[src/rtl/uart_rx.sv]
// uart_rx: 8N1-style UART receiver driven by an OVS x baud tick.
// Ports: clk, rst (sync, active-high), s_tick (oversample pulse),
//   rx (async line, idle high) -> dout (last word),
//   rx_done_tick (1-clk strobe), frame_err (stop sampled low),
//   busy (state != IDLE).
module uart_rx #(
    parameter int DBIT    = 8,
    parameter int SB_TICK = 16,
    parameter int OVS     = 16
) (
    input  logic            clk,
    input  logic            rst,
    input  logic            s_tick,
    input  logic            rx,
    output logic [DBIT-1:0] dout,
    output logic            rx_done_tick,
    output logic            frame_err,
    output logic            busy
);

    localparam int SMAX = (OVS > SB_TICK) ? OVS : SB_TICK;
    localparam int SW   = $clog2(SMAX);
    localparam int NW   = $clog2(DBIT);

    localparam logic [SW-1:0] S_HALF = SW'(OVS / 2 - 1);
    localparam logic [SW-1:0] S_BIT  = SW'(OVS - 1);
    localparam logic [SW-1:0] S_STOP = SW'(SB_TICK - 1);
    localparam logic [NW-1:0] N_LAST = NW'(DBIT - 1);

    typedef enum logic [2:0] {
        ST_IDLE,
        ST_START,
        ST_DATA,
        ST_STOP,
        ST_BRK
    } state_t;

    state_t            r_state;
    logic [1:0]        r_sync;
    logic [SW-1:0]     r_s;
    logic [NW-1:0]     r_n;
    logic [DBIT-1:0]   r_b;
    logic [DBIT-1:0]   r_dout;
    logic              r_done;
    logic              r_ferr;
    logic              w_rx_s;

    assign w_rx_s       = r_sync[1];
    assign dout         = r_dout;
    assign rx_done_tick = r_done;
    assign frame_err    = r_ferr;
    assign busy         = (r_state != ST_IDLE);

    always_ff @(posedge clk) begin
        if (rst) begin
            r_state <= ST_IDLE;
            r_sync  <= 2'b11;
            r_s     <= '0;
            r_n     <= '0;
            r_b     <= '0;
            r_dout  <= '0;
            r_done  <= 1'b0;
            r_ferr  <= 1'b0;
        end else begin
            r_sync <= {r_sync[0], rx};
            r_done <= 1'b0;
            unique case (r_state)
                ST_IDLE: begin
                    if (!w_rx_s) begin
                        r_state <= ST_START;
                        r_s     <= '0;
                    end
                end
                ST_START: begin
                    if (s_tick) begin
                        if (r_s == S_HALF) begin
                            // Mid start bit: a high line here was a glitch.
                            if (!w_rx_s) begin
                                r_state <= ST_DATA;
                                r_s     <= '0;
                                r_n     <= '0;
                            end else begin
                                r_state <= ST_IDLE;
                            end
                        end else begin
                            r_s <= r_s + SW'(1);
                        end
                    end
                end
                ST_DATA: begin
                    if (s_tick) begin
                        if (r_s == S_BIT) begin
                            r_s <= '0;
                            r_b <= {w_rx_s, r_b[DBIT-1:1]};
                            if (r_n == N_LAST) begin
                                r_state <= ST_STOP;
                            end else begin
                                r_n <= r_n + NW'(1);
                            end
                        end else begin
                            r_s <= r_s + SW'(1);
                        end
                    end
                end
                ST_STOP: begin
                    if (s_tick) begin
                        if (r_s == S_STOP) begin
                            r_dout  <= r_b;
                            r_done  <= 1'b1;
                            r_ferr  <= ~w_rx_s;
                            // A low stop means break: wait for the line
                            // to rise before hunting for a new start.
                            r_state <= w_rx_s ? ST_IDLE : ST_BRK;
                        end else begin
                            r_s <= r_s + SW'(1);
                        end
                    end
                end
                ST_BRK: begin
                    if (w_rx_s) begin
                        r_state <= ST_IDLE;
                    end
                end
                default: begin
                    r_state <= ST_IDLE;
                end
            endcase
        end
    end

endmodule

[config.mk]
export PLATFORM = sky130hd
export DESIGN_NAME = uart_rx
export DESIGN_NICKNAME = d
export VERILOG_FILES = /design/src/rtl/uart_rx.sv
export SDC_FILE = /design/constraint.sdc
export NUM_CORES = 1
export LEC_CHECK = 0
export ABC_CLOCK_PERIOD_IN_PS = 1800
export BUFFER_PORTS_ARGS = -buffer_cell sky130_fd_sc_hd__buf_2
export CAP_MARGIN = 20
export CELL_PAD_IN_SITES_DETAIL_PLACEMENT = 0
export CELL_PAD_IN_SITES_GLOBAL_PLACEMENT = 1
export CORE_ASPECT_RATIO = 0.5
export CORE_MARGIN = 2
export CORE_UTILIZATION = 44
export CTS_BUF_LIST = sky130_fd_sc_hd__clkbuf_16
export CTS_CLUSTER_SIZE = 14
export DETAILED_ROUTE_END_ITERATION = 10
export GPL_ROUTABILITY_DRIVEN = 0
export PLACE_DENSITY_LB_ADDON = 0.1
export SLEW_MARGIN = 20
export SYNTH_ARGS = -nofsm -noshare
export SYNTH_HDL_FRONTEND = slang
export SYNTH_SLANG_ARGS = --single-unit
[constraint.sdc]
create_clock -name clk -period 1.8 [get_ports clk]
set_input_delay 0.09 -clock clk [delete_from_list [all_inputs] [get_ports clk]]
set_output_delay 0.09 -clock clk [all_outputs]
set_load 0.1 [all_outputs]
==> impl_results.md, run 1 <==
- Pre-CTS setup slack: 244.5 ps
- Routed vias: 1,059
- Clk root buf: clkbuf_16
- Antenna Nets Post-Route: 0
- Maximum vdd drop: 0.5299 mV
- Crit start category: register
- Largest stage delay, worst path: 500 ps
- Yosys top cell area share: 43.09%
- Part of the power in registers: 43.4%
- Yosys top cell by area: dfxtp_1
- Clock power share: 49.8%
- Seq/Total Area, Yosys: 43.09%
- Pwr dens: 940.6 nW/um2
- Post-synth EDFFs: 0
- Total track usage: 15.89%
- Worst r2r dst: r_n[0]
- R2R Path Start: r_n[0]
- Worst Tran Pin Value: 487.1 ps
- Global-route wire length before repair: 4.498 mm
- Antenna diodes: 0
- Status: complete, no violations
- Clk slew on worst S/H paths: 50 ps
- Peak Freq: 601.5 MHz
- Syn Nets: 151
- CP required: 1710 ps
- Clk_skew: 3.441 ps
- RSZ-0062 raised after global routing: no
- CTS tree: built
- Setup ws final: 137.6 ps
- Total clock buffers created by CTS: 5
- Primary FF master, synth: dfxtp_1
- Total power draw: 1.571 mW
- CTS H-tree depth: 2
- DP HPWL: 1.789 mm
- Worst reg2reg path depth: 6
- Top Ports: 15
- Crit-path max FO: 10
- Final WL: 2.568 mm
- Critical Setup Path Class: reg -> out
- Hold path cells: 2
- Crit path cell chain: nor2_1 > buf_4 > nand2_1 > buf_2
- Fin crit share: 92.36%
- Latest clock arrival within the worst-skew pair: 270 ps
- Worst setup EP type: output pin
- Slowest-stage cell, CP: dfxtp_1
- Die height: 43.80 um
- Synth unique cells: 40
- Switch Pwr: 355.5 uW
- P&R area growth vs syn: 19.84%
- Post-Syn Instances: 144
- Clock buffer depth: 2
- Synthesized flop and latch total: 30
- Synthesized area: 1394 um2
- Initial cell density of the core: 46.26%
- Clock sink count: 30
- Largest net degree at the start of global routing: 22
- TritonRoute pass-1 iters: 4
- Ys Warns: 0
- Initial antenna violation count: 0
- DRT iter0 DRCs: 40
- Leakage: 0.7682 nW
- Vias in the first global route: 1,034
- R2R setup slack: 240 ps
- Worst EP arrival: 1570 ps
- Final hold violation count: 0
- Net Sw Frac: 22.63%
- # port buffers: 14
- Hold endpoint: r_n[2]
- Placed Cells: 196
- Post-route insts no fill: 205
- Post-route DRC: 0
- Part of the power in combinational logic: 6.8%
- Full die area: 3661 um2
- DR WL/cell: 12.53 um
- Floorplan Core Area: 3013 um2
- Setup TNS: 0 ps
- Gr ovfl total: 0
- Avg Vias per Cell: 5.166
- Nets@finish: 171
- Minimum clock period after layout: 1662 ps
- Worst hold start: rst
- Max Cap Viol: 0
- Ranking of synthesized cells by area: dfxtp_1 43%, mux2i_1 15%, nor2_1 6.2%
- Rel. slew slack: 67.75%
- WHS: 148.1 ps
- Slew Limit Fails: 0
- Hold WC Path Type: in -> reg
- FFs w/ async S/R, synth: 0%
- Avg Inst Size Synth: 9.679 um2
- Core Rows: 14
- Die X: 83.60 um
- Layout cells sized above 1: 23.64%
- # setup viols final: 0
- Internal: 1.216 mW
-- critical path, delay by kind of cell, from the launching register on --
kind          cells  cell delay [ps]
flops             1              500
buf+inv           2              590
simple gates      2              220
-- flip-flops by register name, indices dropped and copies added, names as in the netlist --
| name | count |
|---|---|
| r_s | 4 |
| dout | 8 |
| r_sync | 2 |
| r_state | 3 |
| frame_err | 1 |
| r_b | 8 |
| r_n | 3 |
| rx_done_tick | 1 |
-- cell type report --
cell class / count / area, um2
fillers: 280 / 1343
multi-input cells: 102 / 721.9
flip-flops and latches: 30 / 600.6
repair buffers: 22 / 145.1
clock buffers: 5 / 125.1
well taps: 40 / 50.05
clock inverters: 3 / 16.27
inverters: 3 / 11.26
-- per-layer routing --
| metal | GRT usage, % | wire length (um) |
|---|---|---|
| met5 | 0 | 0 |
| met1 | 19.53 | 1318 |
| met3 | 5.905 | 109 |
| met4 | 6.774 | 37 |
| met2 | 25.76 | 1102 |
-- kinds of logic after synthesis --
kind of cell	after synthesis	synth area share, %
adders and majority gates	3	2.693
and+or+nand+nor	57	22.17
xor gates and xnor gates	1	0.6285
muxes	22	15.89
buffers and inverters	12	5.116
AOI/OAI and AO/OA	19	10.41
DFF	30	43.09
-- worst max-delay path by stage --
stage                     endpoint       start  slack (ps)  cells after the start
after detailed placement    r_n[0]      r_n[0]         240                      6
final                         busy  r_state[0]         140                      4
after global routing          busy  r_state[0]          80                      4
after global placement      r_b[5]      r_s[3]         260                      5
after CTS                     busy  r_state[0]         150                      4
after floorplan             r_n[0]      r_n[0]         350                      6
-- placed cells by master (no fill, tap or decap), types with 2 or more instances in the layout --
| cell type | synthesis | routed |
|---|---|---|
| inv_1 | 3 | 3 |
| clkbuf_16 | 0 | 5 |
| and2_1 | 3 | 3 |
| and3_1 | 2 | 2 |
| mux2i_1 | 21 | 21 |
| nand3_1 | 3 | 3 |
| dfxtp_1 | 30 | 30 |
| ha_1 | 3 | 3 |
| nor2_1 | 23 | 23 |
| nand3b_1 | 2 | 2 |
| nor4_1 | 2 | 2 |
| buf_2 | 3 | 14 |
| buf_4 | 0 | 6 |
| or2_2 | 3 | 3 |
| a21oi_1 | 7 | 7 |
| a211o_1 | 2 | 2 |
| nand2b_1 | 3 | 3 |
| nand2_1 | 5 | 5 |
| nor4b_1 | 2 | 2 |
-- synthesized netlist by cell type (3+ instances only) --
master / number
nand2_1: 5
ha_1: 3
and2_1: 3
buf_2: 3
or2_2: 3
nand3_1: 3
dfxtp_1: 30
a21oi_1: 7
clkbuf_1: 3
buf_6: 3
nand2b_1: 3
nor2_1: 23
mux2i_1: 21
inv_1: 3
-- metrics by stage --
| step | area (um2) | util [%] |
|---|---|---|
| finish | 1670 | 55.44 |
| global route | 1670 | 55.44 |
| CTS | 1670 | 55.44 |
| detailed placement | 1519 | 50.42 |
| global placement | 1519 | 50.42 |
| floorplan | 1394 | - |
-- power by group through the flow --
stage / Clock (mW) / Combinational [mW] / Sequential (mW)
6_report: 0.782 / 0.107 / 0.682
3_3_place_gp: 0 / 0.105 / 0.696
3_5_place_dp: 0 / 0.105 / 0.695
4_1_cts: 0.805 / 0.107 / 0.681
2_1_floorplan: 0 / 0.0846 / 0.691
5_1_grt: 0.836 / 0.115 / 0.683
-- repair_timing --
action                    CTS  global route
resized for setup           0             0
hold buffers                1             0
hold endpoints to repair    1             0
buffers inserted            0             0
(Power assumes the default switching activity.)
==> run 2, diff against run 1 <==
--- a/config.mk
+++ b/config.mk
@@ -11,6 +11,6 @@
 export CELL_PAD_IN_SITES_DETAIL_PLACEMENT = 0
-export CELL_PAD_IN_SITES_GLOBAL_PLACEMENT = 1
+export CELL_PAD_IN_SITES_GLOBAL_PLACEMENT = 2
 export CORE_ASPECT_RATIO = 0.5
 export CORE_MARGIN = 2
-export CORE_UTILIZATION = 44
+export CORE_UTILIZATION = 36
 export CTS_BUF_LIST = sky130_fd_sc_hd__clkbuf_16
--- a/constraint.sdc
+++ b/constraint.sdc
@@ -3,2 +3,2 @@
 set_output_delay 0.09 -clock clk [all_outputs]
-set_load 0.1 [all_outputs]
+set_load 0.05 [all_outputs]
==> run 2 against run 1 <==
Against the previous run:
- clock-buffer cell count stayed put
- worst hold slack better by 52 ps
- global-route usage is 1.3 points lower
- first-iteration DRC count is 38% lower
- die area is 21% higher
- setup slack better by 98 ps
- fmax is 6.3% higher
- critical path depth is 2 higher
- via count is 0.66% lower
- sequential share of layout area is 0.66 points lower
- critical path type is now reg -> reg
- largest cell class unchanged
- highest routed layer unchanged
==> impl_results.md, run 2 (synthesis results as in run 1) <==
- Slowest-stage cell, CP: dfxtp_1
- CP bufs+invs: 0
- Delay-heaviest family, CP: flip-flops
- Clock buffer depth: 2
- Avg Vias per Cell: 4.893
- Max Cap Viol: 0
- Gr ovfl total: 0
- Antenna diodes: 0
- Total track usage: 14.55%
- Placed Cells: 207
- P&R area growth vs syn: 22.08%
- Initial cell density of the core: 39.09%
- Full die area: 4416 um2
- Maximum vdd drop: 0.5137 mV
- Design area: 1702 um2
- DRT iter0 DRCs: 25
- Floorplan Core Area: 3566 um2
- Largest net degree at the start of global routing: 17
- Setup TNS: 0 ps
- Critical Path Sink: r_n[0]
- Vias in the first global route: 912
- Clk_skew: 4.577 ps
- # setup viols final: 0
- Worst r2r dst: r_n[0]
- Critical path's most frequent cell: ha_1
- Rel. slew slack: 76.70%
- RSZ-0062 raised after global routing: no
- Worst reg2reg path depth: 6
- Global-route wire length before repair: 4.616 mm
- Pwr dens: 996.6 nW/um2
- Core Rows: 15
- R2R setup slack: 240 ps
- Antenna Nets Post-Route: 0
- Initial antenna violation count: 0
- Leading cell type in the layout, fill and taps excluded: dfxtp_1
- Leakage: 0.7782 nW
- Clk slew on worst S/H paths: 50 ps
- DP HPWL: 1.931 mm
- Latest clock arrival within the worst-skew pair: 270 ps
- Slew Limit Fails: 0
- CTS tree: built
- Layout cells sized above 1: 23.17%
- Clk root buf: clkbuf_16
- Worst setup EP type: register
- Post-layout util: 47.72%
- CP required: 1940 ps
- Largest stage delay, worst path: 350 ps
- Worst Tran Pin Value: 349.5 ps
- Minimum clock period after layout: 1564 ps
- Die X: 92.00 um
- CP Launch Point: r_n[0]
- Clock sink count: 30
- Final hold violation count: 0
- Crit-path max FO: 3
- DP Area: 1533 um2
- Nets@finish: 171
- Post-route insts no fill: 215
- Total clock buffers created by CTS: 5
- TritonRoute pass-1 iters: 4
- Peak Freq: 639.3 MHz
- Top Ports: 15
- Crit path cell chain: ha_1 > ha_1 > and4bb_2 > o211ai_2 > mux2i_1 > nor2_1
- Routed vias: 1,052
- Fin crit share: 86.90%
- Post-route DRC: 0
- Status: complete, no violations
- CTS H-tree depth: 2
- Die height: 48 um
- Most frequent cells in the layout: 30 x dfxtp_1, 23 x nor2_1, 21 x mux2i_1
- R2R Path Start: r_n[0]
- Hold WC Path Type: in -> reg
- Final WL: 2.820 mm
- Crit start category: register
- CP Depth: 6
- DR WL/cell: 13.12 um
- # port buffers: 14
- Critical Setup Path Class: reg -> reg
- Worst EP arrival: 1710 ps
run 2: worst min-delay path by stage:
stage	from	to	depth (start not counted)
final	rst	r_b[1]	2
after global routing	rst	r_n[2]	2
after CTS	rx	r_sync[0]	2
after detailed placement	rx	r_sync[0]	2
after global placement	rx	r_sync[0]	2
after floorplan	rx	r_sync[0]	1
run 2: routing by layer:
| metal | share of wire, % | GRT usage [%] | vias to the layer above | routed length, um |
|---|---|---|---|---|
| li1 | - | - | 549 | - |
| met1 | 54 | 19.28 | 484 | 1531 |
| met2 | 41 | 21.47 | 15 | 1157 |
| met3 | 3.8 | 5.669 | 4 | 106 |
| met4 | 0.85 | 6.567 | 0 | 24 |
| met5 | 0 | 0 | - | 0 |
run 2: stage by stage:
step                      total power, mW  setup slack [ps]  hold slack (ps)
final                               1.696             235.9            200.4
after global routing                1.779             121.7            222.5
after CTS                           1.715             205.9           0.9050
after detailed placement           0.7926             222.3            279.6
after global placement             0.7938             219.6            276.0
after floorplan                    0.7657             347.2            193.8
run 2: cell type report:
class                   count  area, um2
clock inverters             2      33.78
clock buffers               5      125.1
repair buffers             22      145.1
well taps                  51      63.81
flip-flops and latches     30      600.6
inverters                   3      11.26
fillers                   339       1864
multi-input cells         102      721.9
run 2: worst reg2reg max path, delay by kind of cell, from the launching register on:
family	cells	cell delay (ps)
fa+ha+maj	2	310
simple gates	2	290
flops	1	350
compound gates	1	270
mux	1	220
run 2: where the power goes:
part | leakage [nW] | internal [mW] | switching [mW]
clock | 0.0773 | 0.638 | 0.277
sequential | 0.242 | 0.672 | 0.00967
combinational | 0.459 | 0.0410 | 0.0577
run 2: timing repair:
action,in CTS,in global routing
hold buffers,0,1
setup buffers,0,0
endpoints found under the setup margin,0,0
hold endpoints to repair,0,1
resized for setup,0,0
